**src/rtl/speck_pkg.sv**
```systemverilog
// Purpose: shared widths, round constants, FSM encoding and rotate helpers for the SPECK32/64 sequencer.
// Latency: n/a (declarations only).
// Backpressure: n/a.
package speck_pkg;

    localparam int WORD   = 16;
    localparam int ROUNDS = 22;
    localparam int ALPHA  = 7;
    localparam int BETA   = 2;
    localparam int IDX_W  = 5;

    typedef logic [WORD-1:0]  word_t;
    typedef logic [IDX_W-1:0] idx_t;

    typedef enum logic [1:0] {
        IDLE = 2'd0,
        RUN  = 2'd1,
        DONE = 2'd2
    } state_t;

    localparam idx_t LAST_ROUND = idx_t'(ROUNDS - 1);

    function automatic word_t ror(input word_t v, input int unsigned n);
        return (v >> n) | (v << (WORD - n));
    endfunction

    function automatic word_t rol(input word_t v, input int unsigned n);
        return (v << n) | (v >> (WORD - n));
    endfunction

endpackage

```
**src/rtl/speck_round.sv**
```systemverilog
// Purpose: one SPECK round, x' = (ROR(x,ALPHA)+y)^k, y' = ROL(y,BETA)^x'.
// Latency: combinational, zero cycles.
// Backpressure: none; pure function of its inputs.
// Ports: x, y, k in (WORD each); x_nxt, y_nxt out (WORD each).
module speck_round
    import speck_pkg::*;
(
    input  logic [WORD-1:0] x,
    input  logic [WORD-1:0] y,
    input  logic [WORD-1:0] k,
    output logic [WORD-1:0] x_nxt,
    output logic [WORD-1:0] y_nxt
);

    word_t sum;

    // Addition is mod 2^WORD; the carry out simply falls off the top.
    assign sum   = ror(x, ALPHA) + y;
    assign x_nxt = sum ^ k;
    assign y_nxt = rol(y, BETA) ^ x_nxt;

endmodule

```
**src/rtl/speck_iter_ctrl.sv**
```systemverilog
// Purpose: iterative SPECK32/64 encryptor, one round per clock, key schedule expanded on the fly.
// Latency: out_valid first visible 23 cycles after the accept cycle (22 rounds + output stage).
// Backpressure: in_ready only in IDLE; result held in DONE until out_ready, one block per 24 cycles max.
// Ports: clk, rst (sync, active-high); in_valid/in_ready/in_block/in_key input handshake;
//        out_valid/out_ready/left/right result handshake; busy, round_idx, debug_key status.
module speck_iter_ctrl
    import speck_pkg::*;
(
    input  logic              clk,
    input  logic              rst,
    input  logic              in_valid,
    output logic              in_ready,
    input  logic [2*WORD-1:0] in_block,
    input  logic [4*WORD-1:0] in_key,
    output logic              out_valid,
    input  logic              out_ready,
    output logic [WORD-1:0]   left,
    output logic [WORD-1:0]   right,
    output logic              busy,
    output logic [IDX_W-1:0]  round_idx,
    output logic [WORD-1:0]   debug_key
);

    state_t state, state_nxt;
    logic   accept;
    logic   last_round;

    // Working state: data halves, current round key and the three pending l words (l0 = l_i).
    word_t x, y, k, l0, l1, l2;
    word_t x_nxt, y_nxt, l_new, k_nxt;
    word_t idx_word;

    assign idx_word = {{(WORD-IDX_W){1'b0}}, round_idx};

    speck_round u_data (
        .x     (x),
        .y     (y),
        .k     (k),
        .x_nxt (x_nxt),
        .y_nxt (y_nxt)
    );

    // The key schedule is the same round function, with l_i as x, k_i as y and the round index as key.
    speck_round u_key (
        .x     (l0),
        .y     (k),
        .k     (idx_word),
        .x_nxt (l_new),
        .y_nxt (k_nxt)
    );

    always_ff @(posedge clk) begin
        if (rst) begin
            state <= IDLE;
        end else begin
            state <= state_nxt;
        end
    end

    always_comb begin
        state_nxt  = state;
        accept     = 1'b0;
        last_round = 1'b0;
        in_ready   = 1'b0;
        out_valid  = 1'b0;
        busy       = 1'b0;
        debug_key  = '0;
        unique case (state)
            IDLE: begin
                in_ready = 1'b1;
                if (in_valid) begin
                    accept    = 1'b1;
                    state_nxt = RUN;
                end
            end
            RUN: begin
                busy      = 1'b1;
                debug_key = k;
                if (round_idx == LAST_ROUND) begin
                    last_round = 1'b1;
                    state_nxt  = DONE;
                end
            end
            DONE: begin
                busy      = 1'b1;
                out_valid = 1'b1;
                if (out_ready) begin
                    state_nxt = IDLE;
                end
            end
            default: begin
                state_nxt = IDLE;
            end
        endcase
    end

    always_ff @(posedge clk) begin
        if (rst) begin
            x         <= '0;
            y         <= '0;
            k         <= '0;
            l0        <= '0;
            l1        <= '0;
            l2        <= '0;
            round_idx <= '0;
            left      <= '0;
            right     <= '0;
        end else if (accept) begin
            x         <= in_block[2*WORD-1:WORD];
            y         <= in_block[WORD-1:0];
            k         <= in_key[WORD-1:0];
            l0        <= in_key[2*WORD-1:WORD];
            l1        <= in_key[3*WORD-1:2*WORD];
            l2        <= in_key[4*WORD-1:3*WORD];
            round_idx <= '0;
        end else if (state == RUN) begin
            x  <= x_nxt;
            y  <= y_nxt;
            k  <= k_nxt;
            l0 <= l1;
            l1 <= l2;
            l2 <= l_new;
            if (last_round) begin
                // Ciphertext lands in the output registers; the counter is parked at 0 for DONE/IDLE.
                left      <= x_nxt;
                right     <= y_nxt;
                round_idx <= '0;
            end else begin
                round_idx <= round_idx + 1'b1;
            end
        end
    end

endmodule

```
**config.mk**
```make
export PLATFORM = sky130hd
export DESIGN_NAME = speck_iter_ctrl
export DESIGN_NICKNAME = d
export VERILOG_FILES = /design/src/rtl/speck_pkg.sv /design/src/rtl/speck_round.sv /design/src/rtl/speck_iter_ctrl.sv
export SDC_FILE = /design/constraint.sdc
export NUM_CORES = 1
export LEC_CHECK = 0
export ABC_CLOCK_PERIOD_IN_PS = 2800
export CORE_UTILIZATION = 47
export DETAILED_ROUTE_END_ITERATION = 7
export PLACE_DENSITY_LB_ADDON = 0.25
export SYNTH_ARGS = -nofsm -noshare
export SYNTH_HDL_FRONTEND = slang
export SYNTH_SLANG_ARGS = --single-unit
```
**constraint.sdc**
```tcl
create_clock -name clk -period 2.8 [get_ports clk]
set_input_delay 0.56 -clock clk [delete_from_list [all_inputs] [get_ports clk]]
set_output_delay 0.56 -clock clk [all_outputs]
set_load 0.02 [all_outputs]
```
After elaboration in Yosys (flattened, before gate mapping)

Index checks and enable logic that the tools add are counted.

$add $sub $neg: 3
Equality and inequality tests: 6
Muxes and demuxes: 25
Bitwise logic cells: 9
Reductions and logical operators: 6

Operators by type and width:

| kind                  | count |
|---|---|
| $mux W16              | 13 |
| $xor A16 B16 Y16      | 3 |
| $add A16 B16 Y16      | 2 |
| $or A16 B2 Y16        | 2 |
| $or A9 B16 Y16        | 2 |
| $xor A16 B5 Y16       | 1 |
| $mux W1               | 7 |
| $mux W2               | 3 |
| $ne A2 B2 Y1 const B  | 3 |
| $pmux W2 S3           | 1 |
| $reduce_and A3 Y1     | 2 |
| $add A5 B1 Y5 const B | 1 |
| $eq A5 B5 Y1 const B  | 1 |
| $mux W5               | 1 |
| $reduce_or A2 Y1      | 2 |
| $eq A2 B1 Y1 const B  | 1 |
| $eq A2 B2 Y1 const B  | 1 |
| $logic_not A2 Y1      | 1 |
| $reduce_bool A2 Y1    | 1 |
| $not A1 Y1            | 1 |

Bits in registers: 135
Input bits: 100
Output and inout port bits: 56
Logic and storage cells: 59

Longest topological paths before layout

Word-level depth: 6
Depth in mapped cells: 11
Mapped depth without buffers: 11

Hierarchy

From an unflattened synthesis, not the netlist that was laid out.

Cells, all modules: 901
Area, all modules: 8187.9 µm²

By module, submodules not included:

| module          | times used | cells an instance | area an instance (µm²) | seq. area each (µm²) |
|---|---|---|---|---|
| speck_iter_ctrl | 1          | 649               | 6100.9                 | 2702.6 |
| speck_round     | 2          | 126               | 1043.5                 | 0.0 |

Worst setup path before layout

No wires, ideal clock.

Kind: reg-to-reg
Start point: register k[0]
End point: register k[14]
Setup time: 0.091 ns
Arrival: 2.516 ns
Required time: 2.709 ns
Path slack: 0.193 ns
Cell stages (with the launch flop): 12
Buffers on the path: 0
Clock period less this slack: 2.607 ns
Cell sequence: dfxtp_1 -> ha_1 -> inv_1 -> fa_1 -> nand2b_1 -> a21o_1 -> a211o_1 -> a21o_1 -> and2_4 -> o311ai_4 -> xnor2_1 -> a311oi_1

Cells in the longest elaborated chain, start to end: 5

Ends and longest elaborated chain:

| item                   | line                   | RTL |
|---|---|---|
| start, declared        | speck_iter_ctrl.sv:29  | `word_t x, y, k, l0, l1, l2;` |
| start signal, assigned | speck_iter_ctrl.sv:111 | `k <= in_key[WORD-1:0];` |
| start signal, assigned | speck_iter_ctrl.sv:119 | `k <= k_nxt;` |
| $add A16 B16 Y16       | speck_round.sv:18      | `assign sum = ror(x, ALPHA) + y;` |
| $xor A16 B5 Y16        | speck_round.sv:19      | `assign x_nxt = sum ^ k;` |
| $xor A16 B16 Y16       | speck_round.sv:20      | `assign y_nxt = rol(y, BETA) ^ x_nxt;` |
| $mux W16               | speck_iter_ctrl.sv:116 | `end else if (state == RUN) begin` |
| $mux W16               | speck_iter_ctrl.sv:108 | `end else if (accept) begin` |

Every way passes these cells. The select of a mux whose other input is x is not followed.
A chain may end at the register's enable or synchronous reset.

Final worst setup path

Start point: register state[1]
End point: output debug_key[7]

Cells in the longest elaborated chain, start to end: 2

Ends and longest elaborated chain:

| item                   | line                  | RTL |
|---|---|---|
| start, declared        | speck_iter_ctrl.sv:24 | `state_t state, state_nxt;` |
| start signal, assigned | speck_iter_ctrl.sv:56 | `state <= state_nxt;` |
| $eq A2 B1 Y1           | speck_iter_ctrl.sv:68 | `unique case (state)` |
| $mux W16               | speck_iter_ctrl.sv:68 |  |
| end, declared          | speck_iter_ctrl.sv:21 | `output logic [WORD-1:0] debug_key` |

Every way passes these cells.

==> results by group <==
Hold path
  • Worst hold path type: reg2reg

Detailed routing
  • Post-DRT Antenna Nets: 0
  • Routed wl met2: about 11000 um
  • Post-DR wirelength/cell: 17.7 um
  • Drt drc: 0
  • Via density: ~5.6
  • First-pass detailed-route iteration total: 5
  • WL met3: 1100 um
  • DR vias: 7169
  • WL final: 22800 um
  • Highest routed layer: met4
  • WL met1: approximately 10000 um
  • Drt first-iter violations: about 630

Power
  • PD cells: roughly 750 nW/um2
  • Leakage: 3.90 nW
  • Worst vdd ir: roughly 0.46 mV

Synthesis
  • Post-synth ARST share: 0%
  • Register bit total from synthesis: 135
  • Most used flip-flop cell after synthesis: dfxtp_1
  • Mapped cell area: slightly below 8000 um2
  • Mapped Cells: 910
  • Seq/Total Area, Yosys: 34.9%
  • Syn Nets: around 1000
  • Mean Syn Cell Area: 8.50 um2
  • Post-synth EDFFs: 0
  • Netlist cell types: 60
  • Yosys warning count: 0

Global routing
  • Largest net degree at the start of global routing: roughly 130
  • GRT overflow: 0
  • Total GRT Usage: between 20 and 30%
  • Vias in the first global route: between 6000 and 7000
  • Antenna violations before repair: 0
  • First-pass GRT wire length: ~36000 um

Outcome
  • Status: finished clean

Setup path
  • Crit path cell chain: inv_1 > ha_4 > buf_4 > and2_1 > clkdlybuf4s50_1
  • Sum of buffers and inverters on the critical path: 3
  • Kind of critical path: reg2out
  • Worst endpoint required time: between 2 and 2.5 ns
  • CP max stage delay: around 0.61 ns
  • Type of destination of the critical path: primary output
  • CP max-delay cell: clkdlybuf4s50_1
  • CP Max Fanout: 18
  • CP arrival: 2.12 ns
  • Worst path top cell family by delay: buffers and inverters
  • Critical Path Source Type: flop

Final layout
  • Share of layout cells above drive strength 1: under 10%
  • Area Growth Syn to Fin: 32.1%
  • Final nets: about 1200
  • Diode count: 0

Job
  • Maxcap violations: 0

STA
  • Slew margin rel.: 61.2%
  • Fin Hold WS: around 0.45 ns
  • Max-slew violation count: 0
  • Clock Skew: just over 0.007 ns
  • Max Clk Rate: between 0.3 and 0.4 GHz
  • Final Setup Violations: 0
  • Final period util: a little over nine tenths
  • Hold Vio Cnt, Final: 0
  • Final setup TNS: 0 ns
  • Worst-margin pin slew: 0.567 ns
  • Post-layout min period: ~2.7 ns

Clock tree
  • H-tree levels: 4
  • Clock slew at reported path FFs: roughly 0.06 ns
  • Hold_buf cts: 0
  • Clk_lat worst skew: between 0.4 and 0.5 ns
  • Clock tree buffer depth: 2
  • Total CTS buffers: 17
  • CTS tree: built
  • Clk sink count: ~140
  • Root buffer cell: clkbuf_16

Die
  • Core Area: around 16000 um2
  • Die X-Extent: 130 um
  • # rows: 46
  • Starting Density: slightly below 50%
  • Die ar.: approximately 17000 um2
  • Ports: around 160
  • DIE HEIGHT: 130 um

Place
  • IO Port Bufs: roughly 160
  • RePlAce Congestion: 0.932
  • Post-DP HPWL: 16400 um
-- kinds of logic after synthesis --
logic type                 after synthesis  share of synthesized area (%)
and+or+nand+nor                        276                           16.3
xor gates and xnor gates                81                           9.35
muxes                                   54                           6.99
AOI/OAI and AO/OA                      251                           21.8
buffers and inverters                   76                           4.43
DFF                                    135                           34.9
adders and majority gates               37                           6.18
-- layer usage --
metal  track usage, %  vias up
li1                 -     3548
met4             9.92        0
met5                0        -
met3             4.88       39
met2             47.6      228
met1             35.6     3354
-- tightest hold or removal path: cells and delay by family, from the launching register on --
family           cells  cell delay [ns]
flip-flops           1             0.31
AND/OR/NAND/NOR      1             0.05
AO/OA/AOI/OAI        1             0.05
-- power breakdown --
part / leakage, nW / switching (mW) / internal, mW
Sequential: 1.11 / 0.233 / 2.18
Combinational: 2.51 / 1.73 / 1.40
Clock: 0.272 / 0.883 / 1.29
-- layout by cell type (no fill, tap or decap), types with 4 or more instances in the layout --
cell	instances
nand3_1	9
o21a_1	4
buf_4	31
clkbuf_16	17
nand4_1	5
clkdlybuf4s50_1	154
clkinv_2	4
a211o_1	5
and3_1	13
nor2_1	139
a21o_1	13
buf_12	4
a211oi_1	91
and2_1	17
a21oi_1	80
dfxtp_1	135
nor3_1	5
o211ai_1	4
ha_1	34
or3_1	4
mux2i_1	54
o22ai_1	10
xnor2_1	62
o21ai_1	5
xor2_1	17
clkinvlp_4	4
inv_1	18
o21ai_0	17
nand2_1	60
nand2b_1	4
-- cell usage after synthesis (2+ instances only) --
cell type  number  area [um2]
a211o_1         5        43.8
a211oi_1       91         683
a211oi_2        2        25.0
a21o_1         13        97.6
a21oi_1        81         405
and2_1         18         113
and2_2          2        15.0
and3_1         13        81.3
buf_1           3        11.3
buf_8           2        30.0
clkbuf_1       49         184
clkbuf_8        3        41.3
dfxtp_1       135        2700
fa_1            2        40.0
ha_1           35         438
inv_1          18        67.6
mux2i_1        54         541
nand2_1        61         229
nand2b_1        4        25.0
nand3_1         9        45.0
nand3b_1        2        15.0
nand4_1         5        31.3
nor2_1        140         526
nor2b_1         3        18.8
nor3_1          5        25.0
o211ai_1        4        30.0
o21a_1          4        30.0
o21ai_0        17        85.1
o21ai_1         5        25.0
o21bai_1        3        22.5
o22ai_1        10        62.6
o31a_1          2        17.5
o31ai_1         2        15.0
or3_1           4        25.0
xnor2_1        63         552
xor2_1         17         149
-- final cells by class --
type / instances / area, um2
Clock inverter: 11 / 97.6
Timing Repair Buffer: 190 / 1870
Clock buffer: 21 / 470
Fill cell: 1401 / 5780
Multi-Input combinational cell: 699 / 4740
Tap cell: 216 / 270
Inverter: 18 / 67.6
Sequential cell: 135 / 2700
-- stage by stage --
step / instances / utilization [%] / setup slack, ns / power (mW) / area, um2
2_1_floorplan: 910 / - / 0.193 / 4.53 / 7740
3_3_place_gp: 1257 / 60.1 / 0.148 / 5.47 / 9620
3_5_place_dp: 1257 / 60.1 / 0.0866 / 5.50 / 9620
4_1_cts: 1290 / 63.7 / 0.0451 / 7.69 / 10200
5_1_grt: 1290 / 63.9 / -0.00839 / 8.10 / 10200
6_report: 1290 / 63.9 / 0.116 / 7.71 / 10200
-- worst paths after layout --
kind	startpoint	to	slack [ns]	cells after the start
max reg2reg	y[0]$_SDFFE_PP0P_	right[14]$_SDFFE_PP0P_	0.13	11
max	state[1]$_SDFFE_PP0P_	debug_key[7]	0.12	5
min reg2reg	right[9]$_SDFFE_PP0P_	right[9]$_SDFFE_PP0P_	0.45	2
min	right[9]$_SDFFE_PP0P_	right[9]$_SDFFE_PP0P_	0.45	2
-- flip-flops by register name (all words and copies together) (netlist names) --
name / flops
k: 16
l0: 16
l1: 16
l2: 16
left: 16
right: 16
round_idx: 5
state: 2
x: 16
y: 16
-- timing repair --
action | CTS | global route
gates resized for setup | 0 | 4
setup buffers | 1 | 0
pin swaps | 0 | 2
endpoints found under the setup margin | 1 | 5
Power figures use the tool's default switching activity.
==> RTL edit 1: new RTL, same flow settings <==
`IDX_W`: 5 -> 7.
--- a/src/rtl/speck_pkg.sv
+++ b/src/rtl/speck_pkg.sv
@@ -7,7 +7,7 @@
     localparam int ROUNDS = 22;
     localparam int ALPHA  = 7;
     localparam int BETA   = 2;
-    localparam int IDX_W  = 5;
+    localparam int IDX_W  = 7;
 
     typedef logic [WORD-1:0]  word_t;
     typedef logic [IDX_W-1:0] idx_t;
Interface: changed (resized round_idx); port bits go from 156 to 158. The function was not compared with the original's and may differ.
==> RTL edit 1 against the original RTL <==
- sequential cell count grew 2
- maximum frequency up 0.40%
- via count up 2.6%
- hold slack is essentially flat
- synthesized area rose by 0.73%
- routed wire length is 3.8% higher
- die area is 0.71% higher
- final cell count is 1.3% higher
- power rose by 2.7%
- design area grew 1.4%
- setup slack better by 0.011 ns
- largest power group unchanged
==> RTL edit 1: results (changes against the original RTL) <==
final_layout:
  nFillCells: 1382  # was 1401
  clkbuf_count: 20  # was 21
  nMultiInputCombCells: 716  # was 699
  drive_above_1_share_pct: 7.699  # was 8.380%
  seq_share_pct: 26.49  # was 26.45%
  inv_count: 16  # was 18
  multi_input_area_share_pct: 46.21  # was 46.39%
  layout.nonclk_buf_share_pct: 18.05  # was 18.30%
  n_all_buffers: 191  # was 190
  fin_nets: 1216  # was 1198
hold_path:
  hold-path-endpoint: "right[2]$_SDFFE_PP0P_"  # was right[9]$_SDFFE_PP0P_
  hp-start: "right[2]$_SDFFE_PP0P_"  # was right[9]$_SDFFE_PP0P_
yosys:
  syn_inst: 930  # was 910
  synth-xor-area-share_pct: 10.21  # was 9.347%
  synth-compound-area-share_pct: 21.70  # was 21.81%
  synthTopCellsByArea: "dfxtp_1, a211oi_1, xnor2_1"  # unchanged
  ys_seq_area_share_pct: 35.19  # was 34.93%
  ys_top_cells_by_count: "nor2_1, dfxtp_1, a211oi_1, a21oi_1, xnor2_1"  # unchanged
  synth-adder-area-share_pct: 6.133  # was 6.177%
  synthMuxAreaShare_pct: 6.438  # was 6.986%
  syn_nets: 1067  # was 1047
setup_path:
  critPathCaptureType: "register"  # was primary output
  critPathArrivalTime_ns: 3.01  # was 2.12 ns
  r2r-end: "y[6]$_SDFFE_PP0P_"  # was right[14]$_SDFFE_PP0P_
  slowest_delay_ns: 0.46  # was 0.61 ns
drt:
  vias_per_cell: 5.627  # was 5.557
  dr.first_iter.drc_count: 436  # was 632
  firstDrtPassIters: 8  # was 5
  drt_wl_total_um: 23670  # was 22820 µm
  routedWlPerCell_um: 18.11  # was 17.69 µm
  wl_met1_um: 10240  # was 10050 µm
  wl_met3_um: 1146  # was 1098 µm
grt:
  grt_util_all_layers_pct: 28.19  # was 28.02%
  grtUsageMet2_pct: 47.93  # was 47.56%
  gr-usage-met1_pct: 34.59  # was 35.62%
  grt_max_degree: 95  # was 126
  grtUsageMet3_pct: 4.235  # was 4.879%
  grt_pass1_vias: 6843  # was 6803
placement:
  dpl_worst_slack_ns: 0.09635  # was 0.08657 ns
  place_congestion: 0.9613  # was 0.9315
  placed_cell_area_um2: 9706  # was 9615 µm²
  dp.cells: 1275  # was 1257
  hpwl_um: 17180  # was 16390 µm
timing:
  tightest_slew_ns: 0.5867  # was 0.5672 ns
  skew_ns: 0.009101  # was 0.007169 ns
  fmax_ghz: 0.3740  # was 0.3725 GHz
  holdWs_ns: 0.4551  # was 0.4550 ns
status:
  status: "completed"  # unchanged
pwr:
  p_leak_nw: 3.996  # was 3.896 nW
floorplan:
  die_x_um: 130.8  # was 130.3 µm
clock_network:
  cts.sinks: 137  # was 135
## RTL edit 1: cells by family after synthesis
group,Yosys count
AO/OA/AOI/OAI,256
XOR/XNOR,86
adder cells (fa/ha/maj),37
buffers and inverters,77
flip-flops,137
multiplexers,50
AND/OR/NAND/NOR,287
## RTL edit 1: worst max-delay path: cells and delay by family (launching register included)
family,cells,cell delay [ns]
adders and majority gates,2,0.65
AOI/OAI and AO/OA,3,0.53
DFF,1,0.38
xor gates and xnor gates,2,0.35
and+or+nand+nor,2,0.32
muxes,1,0.28
buffers and inverters,1,0.07
## RTL edit 1: report_power, final
part,leakage [nW],internal (W),switching [W]
Clock,0.302,0.00153,0.000876
Sequential,1.13,0.00221,0.000243
Combinational,2.57,0.00134,0.00171
## RTL edit 1: repair_timing
action / in CTS / in global routing
setup endpoints to repair: 0 / 10
endpoints found under the hold margin: 0 / 0
buffers inserted: 0 / 1
gates resized for setup: 0 / 5
==> RTL edit 2: new RTL, config.mk and constraints unchanged <==
Made on the original files. Re-encode `state_t` (3 states) as one-hot, 3 bits wide.
--- a/src/rtl/speck_pkg.sv
+++ b/src/rtl/speck_pkg.sv
@@ -12,10 +12,10 @@
     typedef logic [WORD-1:0]  word_t;
     typedef logic [IDX_W-1:0] idx_t;
 
-    typedef enum logic [1:0] {
-        IDLE = 2'd0,
-        RUN  = 2'd1,
-        DONE = 2'd2
+    typedef enum logic [2:0] {
+        IDLE = 3'b001,
+        RUN  = 3'b010,
+        DONE = 3'b100
     } state_t;
 
     localparam idx_t LAST_ROUND = idx_t'(ROUNDS - 1);
Function: same outputs for any inputs over 4 cycles, from zero or initial values and one cycle with rst high; so few cycles prove little.
==> RTL edit 2 against the original RTL <==
- synthesized area decreased by 2.1%
- critical endpoint is now debug_key[2]
- global-route usage grew 1.2 points
- sequential cell count increased by 1
- setup slack worse by 0.045 ns
- design area decreased by 1.5%
- clock skew is 0.00052 ns lower
- largest cell class unchanged
- routed wire length grew 4.4%
- final cell count grew 1.2%
Power is not compared: it rests on default switching activity, and its combinational part moved more than twofold at a synthesized area within 25%.
==> RTL edit 2: results (changes against the original RTL) <==
grt:
  grt_pass1_vias: 7131  # was 6803
  antenna_found_initial: 0  # unchanged
  grt_max_degree: 77  # was 126
  grt_util_all_layers_pct: 29.24  # was 28.02%
  grt_pass1_wl_um: 37240  # was 35940 µm
drt:
  drt_wl_total_um: 23820  # was 22820 µm
  firstDrtPassIters: 5  # unchanged
  dr.first_iter.drc_count: 708  # was 632
  vias_per_cell: 5.908  # was 5.557
yosys:
  syn_nets: 1067  # was 1047
  ys_warn_count: 0  # unchanged
  synth_cell_types: 69  # was 60
  synthArstFlopShare_pct: 0  # unchanged
  ys_seq_area_share_pct: 35.94  # was 34.93%
  ys_top_cells_by_count: "dfxtp_1, nand2_1, a21oi_1, a22oi_1, nor2_1"  # was nor2_1, dfxtp_1, a211oi_1, a21oi_1, xnor2_1
  synthTopCellsByArea: "dfxtp_1, a21oi_1, a22oi_1"  # was dfxtp_1, a211oi_1, xnor2_1
timing:
  skew_ns: 0.006648  # was 0.007169 ns
  slew_headroom_pct: 43.38  # was 61.21%
  fmax_ghz: 0.3664  # was 0.3725 GHz
pwr:
  ir_drop_uv: 459.2
  pg_seq_w: 0.00215
  switching_power_w: 0.001678
  p_leak_nw: 3.816
  clk-power_w: 0.00218
setup_path:
  r2r-end: "right[12]$_SDFFE_PP0P_"  # was right[14]$_SDFFE_PP0P_
  crit_path_start: "state[2]$_SDFFE_PP0P_"  # was state[1]$_SDFFE_PP0P_
  r2r.worst_path.cells: 10  # was 11
  reg2reg_slack_ns: 0.22  # was 0.13 ns
  critPathArrivalTime_ns: 2.17  # was 2.12 ns
  crit_fanout: 15  # was 18
  cp-endpoint: "debug_key[2]"  # was debug_key[7]
  reg2reg_from: "y[0]$_SDFFE_PP0P_"  # unchanged
clock_network:
  clock_latency_ns: 0.44  # was 0.42 ns
  clockBufferDepth: 2  # unchanged
  cts-root-buf: "clkbuf_16"  # unchanged
  clk_pin_slew_worst_paths_ns: 0.05
  ctsHtreeMaxLevel: 4  # unchanged
  post_cts_buffers: 0  # was 1
  numCtsBuffers: 17  # unchanged
hold_path:
  holdPathStages: 2  # unchanged
  min_path_type: "reg2reg"  # unchanged
  hp-start: "l1[7]$_SDFFE_PP0P_"  # was right[9]$_SDFFE_PP0P_
  hold-path-endpoint: "l1[7]$_SDFFE_PP0P_"  # was right[9]$_SDFFE_PP0P_
final_layout:
  fin_nets: 1210  # was 1198
  nFillCells: 1383  # was 1401
  n_antenna_cell: 0  # unchanged
  drive_above_1_share_pct: 7.438  # was 8.380%
placement:
  dpl_worst_slack_ns: 0.1098  # was 0.08657 ns
  place_congestion: 0.9358  # was 0.9315
  hpwl_um: 17290  # was 16390 µm
  portBuffers: 155  # unchanged
status:
  status: "completed"  # unchanged
## RTL edit 2: cell families after synthesis
kind of cell / count (synthesis) / synth area share (%)
XOR/XNOR: 72 / 8.803
AO/OA/AOI/OAI: 305 / 26.03
flip-flops: 136 / 35.94
multiplexers: 2 / 0.2643
AND/OR/NAND/NOR: 307 / 19.27
adder cells (fa/ha/maj): 34 / 5.813
buffers and inverters: 77 / 3.881
## RTL edit 2: repair_timing
action                                  CTS  global route
resized for setup                         0             2
endpoints found under the setup margin    0             1
endpoints found under the hold margin     0             0
## RTL edit 2: layer usage
layer,GRT usage [%],share of wire [%]
met3,5.613,7.1
met2,48.01,47
met4,13.36,3.5
met1,37.15,42
met5,0,0
## RTL edit 2: stage by stage
step / instance area, µm² / util [%] / instances / total power, W / hold slack, ns
6_report: 10060 / 63.57 / 1305 / 0.005635 / 0.4551
2_1_floorplan: 7576 / - / 933 / 0.002975 / 0.4368
3_3_place_gp: 9492 / 59.97 / 1273 / 0.003452 / 0.4428
4_1_cts: 10050 / 63.49 / 1305 / 0.005625 / 0.4541
5_1_grt: 10060 / 63.57 / 1305 / 0.005839 / 0.4735
3_5_place_dp: 9492 / 59.97 / 1273 / 0.003466 / 0.4467
## RTL edit 2: worst max-delay path, stage by stage (launching register included)
cell and delay (ns):
dfxtp_1 0.31, nand2b_2 0.22, nor2_4 0.17, buf_4 0.24, and2_1 0.18, clkdlybuf4s50_1 0.61
## RTL edit 2: cell type report
cell class / instances / area share [%]
multi-input cells: 720 / 45.65
clock inverters: 9 / 0.9949
flip-flops and latches: 136 / 27.06
inverters: 14 / 0.5223
well taps: 216 / 2.686
clock buffers: 23 / 4.552
repair buffers: 187 / 18.53
